**config.mk**
```make
export PLATFORM = sky130hd
export DESIGN_NAME = sdram_avalon_bridge
export DESIGN_NICKNAME = d
export VERILOG_FILES = /design/src/rtl/sdram_bridge_pkg.sv /design/src/rtl/sdram_wr_fifo.sv /design/src/rtl/sdram_avalon_bridge.sv
export SDC_FILE = /design/constraint.sdc
export NUM_CORES = 1
export LEC_CHECK = 0
export CORE_MARGIN = 2
export CORE_UTILIZATION = 57
export DETAILED_ROUTE_END_ITERATION = 8
export DONT_BUFFER_PORTS = 1
export PLACE_DENSITY_LB_ADDON = 0.15
export SLEW_MARGIN = 20
export SYNTH_ARGS = -nofsm -noshare
export SYNTH_HDL_FRONTEND = slang
export SYNTH_SLANG_ARGS = --single-unit
```
**constraint.sdc**
```tcl
create_clock -name clk -period 3.3 [get_ports clk]
set_input_delay 0.495 -clock clk [delete_from_list [all_inputs] [get_ports clk]]
set_output_delay 0.495 -clock clk [all_outputs]
set_load 0.01 [all_outputs]
```
**src/rtl/sdram_bridge_pkg.sv**
```systemverilog
// Shared types for the SDRAM Avalon-MM bridge: FSM states, error bits,
// posted-write entry layout and byte-address helper.
package sdram_bridge_pkg;

    typedef enum logic [1:0] {
        IDLE,
        WR_REQ,
        RD_REQ,
        RD_WAIT
    } state_t;

    localparam logic [3:0] BYTE_EN_ALL = 4'hF;
    localparam int ERR_WR_OVF  = 0;
    localparam int ERR_RD_PEND = 1;
    localparam int WORD_W      = 26;

    typedef struct packed {
        logic [WORD_W-1:0] addr;
        logic [31:0]       data;
    } wr_entry_t;

    // Byte address of a zero-extended word; wraps mod 2^32.
    function automatic logic [31:0] word_to_byte(
        input logic [31:0] base,
        input logic [31:0] word
    );
        return base + (word << 2);
    endfunction

endpackage

```
**src/rtl/sdram_wr_fifo.sv**
```systemverilog
// Posted-write FIFO for the SDRAM bridge. A push while full is only
// taken when a pop frees the head slot in the same cycle.
module sdram_wr_fifo
    import sdram_bridge_pkg::*;
#(
    parameter int DEPTH = 4
) (
    input  logic                     clk,
    input  logic                     rst,
    input  logic                     push,
    input  logic                     pop,
    input  wr_entry_t                din,
    output wr_entry_t                dout,
    output logic                     full,
    output logic                     empty,
    output logic [$clog2(DEPTH):0]   count
);
    localparam int PW = $clog2(DEPTH);

    wr_entry_t       mem [DEPTH];
    logic [PW-1:0]   wp;
    logic [PW-1:0]   rp;
    logic            push_ok;
    logic            pop_ok;

    assign full    = (count == (PW+1)'(DEPTH));
    assign empty   = (count == '0);
    assign pop_ok  = pop && !empty;
    assign push_ok = push && (!full || pop_ok);
    assign dout    = mem[rp];

    always_ff @(posedge clk) begin
        if (push_ok) mem[wp] <= din;
    end

    always_ff @(posedge clk) begin
        if (rst) begin
            wp    <= '0;
            rp    <= '0;
            count <= '0;
        end else begin
            if (push_ok) wp <= wp + 1'b1;
            if (pop_ok)  rp <= rp + 1'b1;
            unique case ({push_ok, pop_ok})
                2'b10:   count <= count + 1'b1;
                2'b01:   count <= count - 1'b1;
                default: count <= count;
            endcase
        end
    end

endmodule

```
**src/rtl/sdram_avalon_bridge.sv**
```systemverilog
// Custom-logic word requests to Avalon-MM master with posted writes.
// Optional SDRAM_PERF_CNT_EN adds saturating read/write/stall counters.
module sdram_avalon_bridge
    import sdram_bridge_pkg::*;
#(
    parameter logic [31:0] BASE_ADDR     = 32'h0000_0000,
    parameter int          WR_FIFO_DEPTH = 4,
    parameter int          ADDR_W        = 26
) (
    input  logic              clk,
    input  logic              rst,
    input  logic              sdram_read_en,
    input  logic              sdram_write_en,
    input  logic [ADDR_W-1:0] address_sdram,
    input  logic [31:0]       writeData_sdram,
    output logic [31:0]       data_sdram,
    output logic              sdram_datareadvalid,
    output logic              busy,
    output logic [1:0]        err_flags,
    output logic [31:0]       avm_address,
    output logic              avm_read,
    output logic              avm_write,
    output logic [31:0]       avm_writedata,
    output logic [3:0]        avm_byteenable,
    input  logic              avm_waitrequest,
    input  logic [31:0]       avm_readdata,
    input  logic              avm_readdatavalid
`ifdef SDRAM_PERF_CNT_EN
    ,
    output logic [31:0]       perf_rd_cnt,
    output logic [31:0]       perf_wr_cnt,
    output logic [31:0]       perf_stall_cnt
`endif
);
    localparam int CW = $clog2(WR_FIFO_DEPTH) + 1;

    state_t            state;
    state_t            state_nx;
    logic              pending_rd;
    logic [ADDR_W-1:0] rd_addr;
    wr_entry_t         wr_in;
    wr_entry_t         head;
    logic              fifo_full;
    logic              fifo_empty;
    logic [CW-1:0]     fifo_count;
    logic              pop;
    logic              wr_accept;
    logic              rd_accept;
    logic              rd_done;

    assign pop       = (state == WR_REQ) && !avm_waitrequest;
    assign wr_accept = sdram_write_en && (!fifo_full || pop);
    assign rd_accept = sdram_read_en && !pending_rd;
    assign rd_done   = (state == RD_WAIT) && avm_readdatavalid;
    assign wr_in     = '{addr: address_sdram, data: writeData_sdram};

    assign avm_byteenable = BYTE_EN_ALL;
    assign busy           = pending_rd || (fifo_count != '0);

    sdram_wr_fifo #(.DEPTH(WR_FIFO_DEPTH)) u_fifo (
        .clk   (clk),
        .rst   (rst),
        .push  (sdram_write_en),
        .pop   (pop),
        .din   (wr_in),
        .dout  (head),
        .full  (fifo_full),
        .empty (fifo_empty),
        .count (fifo_count)
    );

    // A pending read only goes once every older write has drained.
    always_comb begin
        state_nx      = state;
        avm_read      = 1'b0;
        avm_write     = 1'b0;
        avm_address   = '0;
        avm_writedata = '0;
        unique case (state)
            IDLE: begin
                if (pending_rd && fifo_empty)     state_nx = RD_REQ;
                else if (!fifo_empty || wr_accept) state_nx = WR_REQ;
                else if (rd_accept)               state_nx = RD_REQ;
            end
            WR_REQ: begin
                avm_write     = 1'b1;
                avm_address   = word_to_byte(BASE_ADDR, 32'(head.addr));
                avm_writedata = head.data;
                if (!avm_waitrequest) state_nx = IDLE;
            end
            RD_REQ: begin
                avm_read    = 1'b1;
                avm_address = word_to_byte(BASE_ADDR, 32'(rd_addr));
                if (!avm_waitrequest) state_nx = RD_WAIT;
            end
            RD_WAIT: begin
                if (avm_readdatavalid) state_nx = IDLE;
            end
            default: state_nx = IDLE;
        endcase
    end

    always_ff @(posedge clk) begin
        if (rst) begin
            state               <= IDLE;
            pending_rd          <= 1'b0;
            rd_addr             <= '0;
            data_sdram          <= '0;
            sdram_datareadvalid <= 1'b0;
            err_flags           <= '0;
        end else begin
            state               <= state_nx;
            sdram_datareadvalid <= rd_done;
            if (rd_accept) begin
                pending_rd <= 1'b1;
                rd_addr    <= address_sdram;
            end else if (rd_done) begin
                pending_rd <= 1'b0;
            end
            if (rd_done) data_sdram <= avm_readdata;
            if (sdram_write_en && !wr_accept) err_flags[ERR_WR_OVF]  <= 1'b1;
            if (sdram_read_en && pending_rd)  err_flags[ERR_RD_PEND] <= 1'b1;
        end
    end

`ifdef SDRAM_PERF_CNT_EN
    always_ff @(posedge clk) begin
        if (rst) begin
            perf_rd_cnt    <= '0;
            perf_wr_cnt    <= '0;
            perf_stall_cnt <= '0;
        end else begin
            if (avm_read && !avm_waitrequest && perf_rd_cnt != '1)
                perf_rd_cnt <= perf_rd_cnt + 1'b1;
            if (avm_write && !avm_waitrequest && perf_wr_cnt != '1)
                perf_wr_cnt <= perf_wr_cnt + 1'b1;
            if ((avm_read || avm_write) && avm_waitrequest && perf_stall_cnt != '1)
                perf_stall_cnt <= perf_stall_cnt + 1'b1;
        end
    end
`endif

endmodule

```
-- Word level (Yosys, flattened, before mapping)
Memory sizes are Yosys's and may differ from the RTL's. A register that Yosys moved wholly into a read port is not among the register bits.
Cells that the tools add are included.
- add/subtract/negate cells: 4
- eq/ne operators: 10
- muxes and demuxes: 18
- reductions and logical operators: 24
- operators with widths (operator ; number):
    $pmux W28 S2 ; 1
    $mux W32 ; 1
    $mux W2 ; 8
    $logic_and A1 B1 Y1 ; 9
    $pmux W2 S4 ; 1
    $eq A2 B2 Y1 const B ; 3
    $mux W1 ; 6
    $ne A2 B2 Y1 const B ; 3
    $pmux W3 S2 ; 1
    $logic_not A1 Y1 ; 5
    $add A2 B1 Y2 const B ; 2
    $eq A2 B1 Y1 const B ; 2
    $logic_or A1 B1 Y1 ; 4
    $ne A4 B4 Y1 const B ; 1
    $reduce_and A4 Y1 ; 1
    $reduce_bool A2 Y1 ; 2
    $add A3 B1 Y3 const B ; 1
    $eq A3 B3 Y1 const B ; 1
    $logic_not A3 Y1 ; 1
    $reduce_bool A3 Y1 ; 1
    $sub A3 B1 Y3 const B ; 1
    $logic_not A2 Y1 ; 1
- register bits: 71
- RAM bits: 232
- input port bits: 96
- output and inout port bits: 106
- logic and storage cells: 67
- memories: 1
- memory list (memory ; words ; bits a word ; rd ports ; clocked after memory_dff ; write ports ; line ; text):
    u_fifo.mem ; 4 ; 58 ; 1 ; 1 ; 1 ; sdram_wr_fifo.sv:20 ; wr_entry_t mem [DEPTH];

-- Longest topological paths before layout
- depth in word-level cells: 8
- depth in mapped cells: 11
- depth with buffers taken out: 10

-- By module
Synthesis repeated with hierarchy kept, for this count alone.
- cell total of the unflattened synthesis: 757
- area, all modules: 11878.9 sq um
- modules (own cells, without submodules) (module ; instances ; cells each ; area each (sq um) ; sequential area each (sq um)):
    sdram_wr_fifo ; 1 ; 357 ; 8878.5 ; 7146.9
    sdram_avalon_bridge ; 1 ; 400 ; 3000.4 ; 1281.2

-- Worst setup path after synthesis
No wires, ideal clock.
- kind: register to register
- from: register state[1]
- to: memory u_fifo.mem[1][0] in the netlist's numbering (enable)
- setup time: 0.422 ns
- data arrival time: 2.768 ns
- data required time: 2.878 ns
- path slack: 0.110 ns
- cell stages (with the launch flop): 7
- path buffers: 1
- period minus slack after synthesis: 3.190 ns
- cell sequence: dfxtp_1 inv_1 ha_1 clkbuf_1 nand2b_1 a31oi_1 and2_1
- cells in the longest elaborated chain, start to end: 7
- ends and longest elaborated chain (element ; line ; text):
    start: declaration ; sdram_avalon_bridge.sv:37 ; state_t state;
    start signal: assignment ; sdram_avalon_bridge.sv:112 ; state <= state_nx;
    $eq A2 B1 Y1 ; sdram_avalon_bridge.sv:51 ; assign pop = (state == WR_REQ) && !avm_waitrequest;
    $logic_and A1 B1 Y1 ; sdram_avalon_bridge.sv:51 ;
    $logic_and A1 B1 Y1 ; sdram_wr_fifo.sv:28 ; assign pop_ok = pop && !empty;
    $logic_or A1 B1 Y1 ; sdram_wr_fifo.sv:29 ; assign push_ok = push && (!full || pop_ok);
    $logic_and A1 B1 Y1 ; sdram_wr_fifo.sv:29 ;
    $mux W1 ; sdram_wr_fifo.sv:33 ; if (push_ok) mem[wp] <= din;
    $mux W1 (not written as such) ; sdram_wr_fifo.sv:33 ;
    end: declaration ; sdram_wr_fifo.sv:20 ;
No other way between the ends.

==> impl_metrics.yaml <==
yosys:
  synth_edf_count: 232
  synth_top_cell_by_area: "edfxtp_1"
  ys_warn_count: 0
  yosysSeqAreaShare_pct: 70.8
  synth_cell_types: 41
  yosys-top-cells-area: "edfxtp_1 (59%), dfxtp_1 (12%), mux4_2 (11%), nand2_1 (3.8%), a21oi_1 (2.6%)"
  synth_most_common_cell: "edfxtp_1"
  ys_ff_latch: 305
  synth_top_area_share_pct: 58.5
  syn_area_um2: 11900
  avgSynthCellArea_um2: 15.6
  yosys-top-cells-count: "edfxtp_1 (232), nand2_1 (120), dfxtp_1 (73)"
  synthArstFlopShare_pct: 0
  ys.flop_type: "edfxtp_1"
  synthCells: 765
route:
  drtIter0Drc: 451
  drc_errors: 0
  wl_met1_mm: 9.47
  wl_per_cell_um: 22.9
  routed-via-count: 6322
  top_layer: "met4"
  met2RoutedLength_mm: 12.1
  viasPerCell: 5.98
  ant_nets: 0
  met3_length_mm: 2.09
  drt_pass1_iterations: 5
  drt_wl_total_mm: 24.2
clock_tree:
  path_clk_slew_ns: 0.06
  clock_sinks: 305
  cts_resized: 0
  post-cts-setup-buffers: 0
  clock_latency_ns: 0.55
  cts_buffer_depth: 3
  cts_tree: "yes"
  clockRootBuffer: "clkbuf_16"
  numCtsBuffers: 31
  cts_htree_levels: 1
cells_and_area:
  layout-area-overhead-vs-synth_pct: 11.5
  layout.nets: 868
  n_fill_cell: 1428
  drive_gt1_share_pct: 17.0
  fin_area_um2: 13300
  diodes: 0
  final_util_pct: 65.2
setup_path:
  worstPathArrival_ns: 2.42
  cp_max_fo: 44
  end_kind: "primary output"
  required_ns: 2.80
  worst_setup_path_start_kind: "flip-flop"
  critical_path_class: "flip-flop to primary output"
power_and_ir_drop:
  p_seq_share_pct: 48.3
  internal-power_w: 0.00702
  pwr_density_cell_nw_per_um2: 702
  ir_worst_vdd_uv: 470
  p_clk_share_pct: 37.8
  p_sw_w: 0.00230
  leakage_nw: 4.22
  total_power_w: 0.00931
  power_frac_comb_pct: 13.9
  swShare_pct: 24.6
sta:
  setup-violations-final: 0
  fin_crit_sh_pct: 88.3
  relSlewSlack_pct: 28.0
  fmax_mhz: 343
  hold_viol_final: 0
  drv_slew: 0
  fin_crit_ns: 2.91
  tns_ns: 0
  rsz0062_at_grt: "no"
  timing.hold.ws_ns: 0.0199
  fin_worst_skew_ns: 0.00818
  worst_pin_slew_ns: 1.08
floorplanning:
  dieArea_um2: 22100
  die_w_um: 149
  ios: 202
  die_h_um: 149
  std_cell_rows: 52
  core_um2: 20400
  start_util_pct: 58.4
global_routing:
  grt_pass1_vias: 6650
  grt_max_degree: 62
  grt_overflow: 0
  grt_pass1_wl_mm: 37.1
  antenna_found_initial: 0
  grtUsageTotal_pct: 22.1
placed_design:
  hpwl_mm: 14.3
  gp_congestion: 0.742
  io_buffers: 0
  placed_area_um2: 12200
run_status:
  status: "finished clean"
hold_path:
  hp-class: "primary input to flip-flop"
run:
  cap_violations: 0
[cell usage in the layout (no fill, tap or decap), types with 5 or more instances in the layout]
cell	netlist	final
edfxtp_1	232	232
nand2_1	120	120
dfxtp_1	73	71
a21oi_1	62	62
mux4_2	58	58
and2_1	37	33
clkbuf_16	0	31
nor2b_1	30	29
a22oi_1	26	26
nor2_1	13	13
conb_1	2	10
inv_1	8	8
clkbuf_8	0	8
ha_1	8	7
buf_12	0	7
buf_4	14	7
clkbuf_1	35	5
clkinv_1	0	5
[through the flow]
stage	setup WS, ns	cells
5_1_grt	0.196	1058
3_3_place_gp	0.891	995
3_5_place_dp	0.829	995
2_1_floorplan	0.110	773
4_1_cts	0.293	1058
6_report	0.386	1058
[worst max-delay path, stage by stage (launching register included)]
cell and delay (ns):
dfxtp_4 0.54, buf_12 0.38, mux4_2 0.56, a22oi_1 0.24, nor2b_1 0.13
[layer usage]
metal  global-route usage (%)  vias up
met2                     37.8      251
met4                     5.90        0
li1                         -     2832
met1                     28.4     3195
met5                        0        -
met3                     5.71       44
[layout make-up]
| class | instances | area (um2) | area share (%) |
|---|---|---|---|
| sequential | 305 | 8440 | 63.5 |
| multi-input combinational | 399 | 3190 | 24.0 |
| clock buffer | 44 | 905 | 6.81 |
| tap | 270 | 338 | 2.54 |
| timing repair buffer | 18 | 233 | 1.75 |
| clock inverter | 14 | 148 | 1.11 |
| inverter | 8 | 30.0 | 0.226 |
[power groups by stage]
stage               clock network [W]  registers, W  logic [W]
floorplan                           0       0.00454   0.000986
global placement                    0       0.00457    0.00124
detailed placement                  0       0.00458    0.00128
CTS                           0.00358       0.00450    0.00131
global route                  0.00373       0.00452    0.00140
finish                        0.00352       0.00450    0.00129
[cells by family after synthesis]
| kind of cell | share of synthesized area (%) |
|---|---|
| simple gates | 8.33 |
| mux | 11.1 |
| buf+inv | 2.80 |
| flops | 70.8 |
| compound gates | 5.49 |
| other cells | 0.0631 |
| fa+ha+maj | 1.01 |
| xor+xnor | 0.368 |
[path summary, 6_finish.rpt]
path / from / end / slack, ns / cells past startpoint
min reg2reg: rd_addr[11] / rd_addr[11] / 0.46 / 2
max: flip-flop / avm_address[10] / 0.39 / 4
min: rst / data_sdram[5] / 0.02 / 1
max reg2reg: state[1] / u_fifo.mem[0][7] / 0.81 / 6
[repair_timing]
action	in CTS	in global routing
hold buffers	5	0
endpoints found under the hold margin	32	0
setup endpoints to repair	0	0
[state kept, by name, indices dropped and copies added, names as in the netlist, named ones only]
name	cells
sdram_datareadvalid	1
u_fifo.mem	232
err_flags	2
pending_rd	1
u_fifo.rp	2
state	2
u_fifo.wp	2
u_fifo.count	3
data_sdram	32
rd_addr	26
Power figures use the tool's default switching activity.
